$ cat src/rtl/fifo_wr_arbiter.sv
// Round-robin arbiter sharing the async FIFO write port among NUM_REQ write-domain producers.
// Optional statistics counters (stall_cnt, grant_cnt) are enabled by defining FIFO_ARB_STATS_EN.
module fifo_wr_arbiter #(
    parameter int NUM_REQ    = 4,
    parameter int DATA_WIDTH = 8,
    parameter int MAX_BURST  = 4
) (
    input  logic                          wclk,
    input  logic                          wrst,
    input  logic [NUM_REQ-1:0]            req,
    input  logic [NUM_REQ*DATA_WIDTH-1:0] req_data,
    input  logic [NUM_REQ-1:0]            req_last,
    output logic [NUM_REQ-1:0]            ack,
    output logic [NUM_REQ-1:0]            grant,
    input  logic                          wfull,
    output logic                          winc,
    output logic [DATA_WIDTH-1:0]         WrData,
    output logic                          busy
`ifdef FIFO_ARB_STATS_EN
    ,
    output logic [15:0]                   stall_cnt,
    output logic [15:0]                   grant_cnt
`endif
);

    // state | meaning
    // IDLE  | no grant; picks the next requester after last_ptr, no write this cycle
    // BURST | grant held; one word per cycle while req[g] & ~wfull

    localparam int IDX_W = (NUM_REQ > 1) ? $clog2(NUM_REQ) : 1;
    localparam int CNT_W = $clog2(MAX_BURST) + 1;

    typedef enum logic {
        IDLE  = 1'b0,
        BURST = 1'b1
    } state_t;

    state_t                 state, state_nxt;
    logic [NUM_REQ-1:0]     grant_nxt;
    logic [IDX_W-1:0]       gidx, gidx_nxt;
    logic [IDX_W-1:0]       last_ptr, last_ptr_nxt;
    logic [CNT_W-1:0]       burst_cnt, burst_cnt_nxt;
    logic [IDX_W-1:0]       cand;
    logic [IDX_W-1:0]       win_idx;
    logic                   win_found;
    logic [DATA_WIDTH-1:0]  word [NUM_REQ];

    always_comb begin
        for (int i = 0; i < NUM_REQ; i++) begin
            word[i] = req_data[i*DATA_WIDTH +: DATA_WIDTH];
        end
    end

    // Search starts one past the last served requester so it is visited last.
    always_comb begin
        win_found = 1'b0;
        win_idx   = '0;
        cand      = '0;
        for (int i = 1; i <= NUM_REQ; i++) begin
            cand = IDX_W'((int'(last_ptr) + i) % NUM_REQ);
            if (!win_found && req[cand]) begin
                win_found = 1'b1;
                win_idx   = cand;
            end
        end
    end

    always_ff @(posedge wclk) begin
        if (wrst) begin
            state     <= IDLE;
            grant     <= '0;
            gidx      <= '0;
            burst_cnt <= '0;
            last_ptr  <= IDX_W'(NUM_REQ - 1);
        end else begin
            state     <= state_nxt;
            grant     <= grant_nxt;
            gidx      <= gidx_nxt;
            burst_cnt <= burst_cnt_nxt;
            last_ptr  <= last_ptr_nxt;
        end
    end

    always_comb begin
        state_nxt     = state;
        grant_nxt     = grant;
        gidx_nxt      = gidx;
        burst_cnt_nxt = burst_cnt;
        last_ptr_nxt  = last_ptr;
        busy          = (state == BURST);
        winc          = 1'b0;
        ack           = '0;
        WrData        = '0;

        unique case (state)
            IDLE: begin
                if (win_found) begin
                    state_nxt     = BURST;
                    gidx_nxt      = win_idx;
                    grant_nxt     = NUM_REQ'(1) << win_idx;
                    burst_cnt_nxt = '0;
                end
            end
            BURST: begin
                if (!req[gidx]) begin
                    // Drop wins over a concurrent wfull: release without writing.
                    state_nxt    = IDLE;
                    grant_nxt    = '0;
                    last_ptr_nxt = gidx;
                end else if (!wfull) begin
                    winc   = ~wrst;
                    ack    = grant & {NUM_REQ{~wrst}};
                    WrData = wrst ? '0 : word[gidx];
                    if (req_last[gidx] || (burst_cnt == CNT_W'(MAX_BURST - 1))) begin
                        state_nxt    = IDLE;
                        grant_nxt    = '0;
                        last_ptr_nxt = gidx;
                    end else begin
                        burst_cnt_nxt = burst_cnt + 1'b1;
                    end
                end
            end
            default: begin
                state_nxt = IDLE;
                grant_nxt = '0;
            end
        endcase
    end

`ifdef FIFO_ARB_STATS_EN
    always_ff @(posedge wclk) begin
        if (wrst) begin
            stall_cnt <= '0;
            grant_cnt <= '0;
        end else begin
            if (busy && req[gidx] && wfull && (stall_cnt != 16'hFFFF)) begin
                stall_cnt <= stall_cnt + 16'd1;
            end
            if ((state == IDLE) && win_found && (grant_cnt != 16'hFFFF)) begin
                grant_cnt <= grant_cnt + 16'd1;
            end
        end
    end
`endif

    a_grant_onehot: assert property (@(posedge wclk) disable iff (wrst) $onehot0(grant));
    a_ack_onehot:   assert property (@(posedge wclk) disable iff (wrst) $onehot0(ack));
    a_winc_busy:    assert property (@(posedge wclk) disable iff (wrst) winc |-> busy);
    a_cnt_range:    assert property (@(posedge wclk) disable iff (wrst)
                                     burst_cnt <= CNT_W'(MAX_BURST - 1));

endmodule

$ cat config.mk
export PLATFORM = sky130hd
export DESIGN_NAME = fifo_wr_arbiter
export DESIGN_NICKNAME = d
export VERILOG_FILES = /design/src/rtl/fifo_wr_arbiter.sv
export SDC_FILE = /design/constraint.sdc
export NUM_CORES = 1
export LEC_CHECK = 0
export ABC_AREA = 1
export BUFFER_PORTS_ARGS = -buffer_cell sky130_fd_sc_hd__buf_2
export CORE_MARGIN = 2
export CORE_UTILIZATION = 40
export CTS_CLUSTER_SIZE = 40
export DETAILED_ROUTE_END_ITERATION = 6
export PLACE_DENSITY = 0.82
export SLEW_MARGIN = 20
export SYNTH_ARGS = -nofsm -noshare
export SYNTH_HDL_FRONTEND = slang
export SYNTH_SLANG_ARGS = --single-unit
export TNS_END_PERCENT = 1
$ cat constraint.sdc
create_clock -name wclk -period 2 [get_ports wclk]
set_input_delay 0.3 -clock wclk [delete_from_list [all_inputs] [get_ports wclk]]
set_output_delay 0.3 -clock wclk [all_outputs]
set_load 0.02 [all_outputs]
==> qor.txt, run 1 <==
status -> complete, no violations
worst-case clock buffer depth -> 2
post-DP HPWL -> 2580 um
register area share after synthesis -> 19.8%
Int Pwr -> 850 uW
NumNets Final -> 315
most common cell after layout, fill and taps aside -> buf_2
logic gate share of total power -> 70.6%
CP max stage delay -> 380 ps
top cells by area, synth -> dfxtp_1 20%, nand2_1 11%, nor2_1 11%, nand3_1 9.5%, a21oi_1 9.1%
Distinct cells, synth -> 25
Global Route Usage Sum -> 19.6%
Placed Instance Area -> 0.00153 mm2
min Tclk post-route -> 1890 ps
Sw Ratio -> 55.9%
H-tree Lvls -> 1
GP Congestion -> 0.853
DR vias -> 1536
critical path capture point type -> output pin
vias in the first global route -> 1343
post-route non-filler standard cell count -> 299
VDD IR-drop max -> 0.617 mV
Core Region -> 0.00283 mm2
antenna violations before repair -> 0
total gr overflow -> 0
Post-Route WL -> 3340 um
Tightest Hold Check Type -> in -> reg
share of cells above drive strength 1 -> 32.8%
initial DRC count -> 89
clk root buf -> clkbuf_4
crit path max-delay cell type -> dfxtp_1
WL met1 -> 1430 um
first-pass GRT wire length -> 5350 um
worst path cell trace -> inv_1 -> nor4_4 -> inv_4 -> a21oi_1 -> buf_4
CTS tree -> yes
max-slew violations -> 0
synth warn -> 0
fin crit share -> 94.3%
Die ar. -> 0.00349 mm2
antenna viol nets, final -> 0
CTS hold repair buffers -> 0
Worst Path Arrival -> 1590 ps
Final WS setup -> 114 ps
die width -> 59.1 um
max cap viols -> 0
Worst-Margin Slew -> 373 ps
Avg Cell Area, Syn -> 5.77 um2
top cell type by total area after synthesis -> dfxtp_1
unrepaired setup endpoints after global routing -> yes
most frequent cells in the layout -> 57 x buf_2, 37 x nor2_1, 37 x nand2_1
crit path max fanout -> 12
Cells after DPL -> 296
NetSw -> 1.08 mW
First-pass DRT Iterations -> 4
normalized max-slew margin -> 74.9%
largest net degree at the start of global routing -> 19
IO buf count -> 60
Post-Synthesis Net Count -> 255
Synth Instances -> 210
top-level I/O count -> 61
Achievable Freq -> 530 MHz
Worst Clk Skew -> 5.93 ps
drt via density -> 5.14
Inserted Diodes -> 0
Area Overhead vs Synth -> 29.4%
residual DRC count -> 0
final hold vios -> 0
synthesized area -> 0.00121 mm2
drt wl/cell -> 11.2 um
later-pin clock latency in the skew report -> 280 ps
routed wl met3 -> 240 um
setup TNS -> 0 ps
Reg power frac -> 21.4%
cell leakage power -> 0.832 nW
postcts setup bufs -> 0
CP Class -> reg -> out
top sig layer -> met4
fin area -> 0.00157 mm2
clock power share -> 8.0%
WP data required -> 1700 ps
Reg clk slew, reported paths -> 80 ps
# clock sinks -> 12
WL met2 -> 1660 um
Cell Rows -> 19
worst slack, placed -> 192 ps
power per cell area -> 1230 mW/mm2
Chip Height -> 59.1 um
crit start category -> register
Final Setup Violations -> 0
number of synthesized register bits -> 12
TritonCTS Buffers -> 3
Initial Utilization -> 42.9%
post-synth top area share -> 19.8%
power consumption -> 1.93 mW
state kept, by name (all words and copies together) (netlist names):
register / cells
gidx: 2
burst_cnt: 3
last_ptr: 2
grant: 4
busy: 1
metrics by stage:
| stage | utilization, % | hold slack [ps] |
|---|---|---|
| global placement | 54.1 | 449 |
| finish | 55.5 | 334 |
| floorplan | - | 429 |
| detailed placement | 54.1 | 452 |
| CTS | 55.0 | 332 |
| global route | 55.5 | 353 |
metal layers:
layer,GRT usage [%],vias to the layer above
li1,-,806
met2,34.8,53
met4,5.84,0
met3,5.24,4
met5,0,-
met1,22.8,673
critical path: cells and delay by family (launching register included):
family	cells	cell delay, ps
compound gates	1	150
buf+inv	3	450
flops	1	380
simple gates	1	310
power by group through the flow:
| stage | combinational, mW | sequential, mW | clock [mW] |
|---|---|---|---|
| finish | 1.36 | 0.413 | 0.154 |
| global route | 1.54 | 0.427 | 0.165 |
| CTS | 1.35 | 0.409 | 0.153 |
| detailed placement | 1.33 | 0.413 | 0 |
| global placement | 1.32 | 0.410 | 0 |
| floorplan | 1.06 | 0.408 | 0 |
path summary, 6_finish.rpt:
check / start / to / slack [ps] / cells past startpoint
worst max-delay path: busy$_SDFF_PP0_ / WrData[1] / 110 / 5
worst max register to register: last_ptr[1]$_SDFFE_PP1P_ / grant[1]$_SDFFE_PP0P_ / 290 / 11
worst min register to register: burst_cnt[0]$_SDFFE_PP0P_ / burst_cnt[0]$_SDFFE_PP0P_ / 460 / 1
worst min-delay path: wrst / burst_cnt[1]$_SDFFE_PP0P_ / 330 / 2
Yosys cell counts:
master,instances
nand2_1,37
nor2_1,37
nand3_1,23
a21oi_1,22
o21ai_0,21
inv_1,20
dfxtp_1,12
nand2_2,6
clkbuf_1,4
inv_2,4
nand2_4,4
nand4_1,4
buf_2,2
ha_1,2
o21ai_1,2
buf_6,1
buf_8,1
inv_6,1
nand3b_1,1
nand4_4,1
nor2_2,1
nor2_4,1
nor3_1,1
nor4_2,1
o211ai_1,1
area by class of cell:
class	count	area [um2]
clock buffer	3	22.5
tap	31	38.8
fill	291	1260
sequential	12	245
multi-input combinational	165	831
timing repair buffer	63	330
inverter	25	101
cells by family (layout without fill, tap and decap cells):
kind of cell    after synthesis  in the layout  synth area share, %
buf+inv                      33             91                 12.4
fa+ha+maj                     2              2                 2.06
flops                        12             12                 19.8
simple gates                117            117                 46.5
compound gates               46             46                 19.2
what timing repair did:
item | CTS | global route
endpoints found under the setup margin | 12 | 14
gates resized for setup | 2 | 8
hold endpoints to repair | 0 | 0
Power figures use the tool's default switching activity.
==> inputs of run 2 (changes only) <==
--- a/config.mk
+++ b/config.mk
@@ -7,11 +7,13 @@
 export LEC_CHECK = 0
 export ABC_AREA = 1
 export BUFFER_PORTS_ARGS = -buffer_cell sky130_fd_sc_hd__buf_2
+export CELL_PAD_IN_SITES_DETAIL_PLACEMENT = 1
+export CELL_PAD_IN_SITES_GLOBAL_PLACEMENT = 2
 export CORE_MARGIN = 2
-export CORE_UTILIZATION = 40
+export CORE_UTILIZATION = 21
 export CTS_CLUSTER_SIZE = 40
 export DETAILED_ROUTE_END_ITERATION = 6
-export PLACE_DENSITY = 0.82
+export PLACE_DENSITY = 0.88
 export SLEW_MARGIN = 20
 export SYNTH_ARGS = -nofsm -noshare
 export SYNTH_HDL_FRONTEND = slang
==> qor.txt, run 2 (synthesis gave the netlist of run 1 again) <==
die width -> 80.0 um
total gr overflow -> 0
Core Region -> 0.00554 mm2
max cap viols -> 0
Area Overhead vs Synth -> 39.0%
fin crit share -> 95.2%
first-pass GRT wire length -> 7010 um
IO buf count -> 60
GP Congestion -> 0.750
Final Setup Violations -> 0
biggest registers after layout -> grant x4, burst_cnt x3
Cell Rows -> 27
cells on worst reg2reg path -> 11
R2R Setup Slk -> 230 ps
FILL cells -> 757
unrepaired setup endpoints after global routing -> yes
Worst Path Arrival -> 1600 ps
crit path max fanout -> 12
post-DP HPWL -> 3510 um
vias in the first global route -> 1513
most frequent cells in the layout -> 51 x buf_2, 37 x nor2_1, 37 x nand2_1
# clock sinks -> 12
hold path cells -> 2
worst hold endpoint -> grant[2]$_SDFFE_PP0P_
Chip Height -> 80.0 um
drt wl/cell -> 12.6 um
antenna viol nets, final -> 0
drt via density -> 4.60
CP max stage delay -> 380 ps
crit path max-delay cell type -> dfxtp_1
clk root buf -> clkbuf_8
H-tree Lvls -> 1
NumNets Final -> 317
WP data required -> 1700 ps
Hold Path Origin -> wrst
final hold vios -> 0
cell leakage power -> 0.857 nW
initial DRC count -> 46
crit start category -> register
VDD IR-drop max -> 0.291 mV
Initial Utilization -> 21.9%
residual DRC count -> 0
Global Route Usage Sum -> 13.6%
later-pin clock latency in the skew report -> 240 ps
First-pass DRT Iterations -> 4
power per cell area -> 1250 mW/mm2
Largest register FFs -> 4
WL met2 -> 1990 um
post-route non-filler standard cell count -> 343
worst path cell trace -> inv_1 -> nor4_4 -> inv_4 -> a21oi_1 -> buf_4
worst-case clock buffer depth -> 2
WL met1 -> 1940 um
Final WS setup -> 95.9 ps
hold slack -> 391 ps
Achievable Freq -> 525 MHz
largest net degree at the start of global routing -> 19
Die ar. -> 0.00640 mm2
Tightest Hold Check Type -> in -> reg
Inserted Diodes -> 0
normalized max-slew margin -> 77.2%
CP Class -> reg -> out
most common cell after layout, fill and taps aside -> buf_2
start of the worst register-to-register path -> last_ptr[0]$_SDFFE_PP1P_
routed wl met3 -> 353 um
top sig layer -> met4
CP top delay family -> buffers and inverters
critical path capture point type -> output pin
DR vias -> 1579
largest register by flop count -> grant
antenna violations before repair -> 0
power consumption -> 2.11 mW
top-level I/O count -> 61
Worst Clk Skew -> 1.49 ps
Crit Reg-Reg Endpoint -> grant[0]$_SDFFE_PP0P_
Reg clk slew, reported paths -> 50 ps
Worst-Margin Slew -> 341 ps
Cells after DPL -> 339
worst slack, placed -> 104 ps
CTS tree -> yes
Critical path buffers and inverters -> 3
TritonCTS Buffers -> 3
max-slew violations -> 0
status -> complete, no violations
min Tclk post-route -> 1900 ps
share of cells above drive strength 1 -> 33.9%
Post-Route WL -> 4320 um
run 2: power breakdown:
part	internal (mW)	leakage, nW	total [mW]	switching [mW]
Combinational	0.488	0.729	1.44	0.951
Sequential	0.314	0.0991	0.402	0.0885
Clock	0.174	0.0288	0.268	0.0934
run 2: final cells by class:
class	instances	area [um2]	area share, %
well taps	72	90.1	5.35
inverters	25	101	6.01
multi-input cells	165	836	49.6
clock buffers	4	55.1	3.27
repair buffers	65	360	21.4
flip-flops and latches	12	243	14.4
run 2: layer usage:
| layer | up-vias | track usage, % |
|---|---|---|
| met2 | 49 | 23.9 |
| li1 | 806 | - |
| met3 | 6 | 3.51 |
| met5 | - | 0 |
| met4 | 0 | 3.39 |
| met1 | 718 | 16.4 |
run 2: worst register-to-register path: stages (launching register included):
cell,delay [ps]
dfxtp_1,520
inv_6,110
nand2_1,80
nand2_1,100
nand2_2,140
nand2_4,70
nor2_4,150
nand4_1,100
nand2_1,140
inv_1,100
nand3_1,90
a21oi_1,60
run 2: through the flow:
step,util (%),instance area [um2],setup TNS [ps]
finish,30.4,1690,0
floorplan,-,1220,-158
global placement,28.8,1600,0
CTS,29.9,1660,0
detailed placement,28.8,1600,0
global route,30.4,1690,-230
run 2: how the worst max path moves through the flow:
stage                               startpoint   endpoint  slack [ps]  cells past startpoint
after CTS                 gidx[0]$_SDFFE_PP0P_  WrData[4]           2                      7
after global routing      gidx[0]$_SDFFE_PP0P_  WrData[4]         -60                      7
final                          busy$_SDFF_PP0_  WrData[4]         100                      5
after floorplan                busy$_SDFF_PP0_  WrData[1]         -30                      5
after global placement                  req[2]  WrData[4]         120                      8
after detailed placement                req[2]  WrData[4]         100                      8
run 2: what timing repair did:
| item | 4_1_cts | 5_1_grt |
|---|---|---|
| hold buffers | 0 | 0 |
| setup endpoints to repair | 12 | 17 |
| cloned | 0 | 0 |
| endpoints found under the hold margin | 0 | 0 |
| buffers inserted | 0 | 0 |
| gates resized for setup | 2 | 12 |
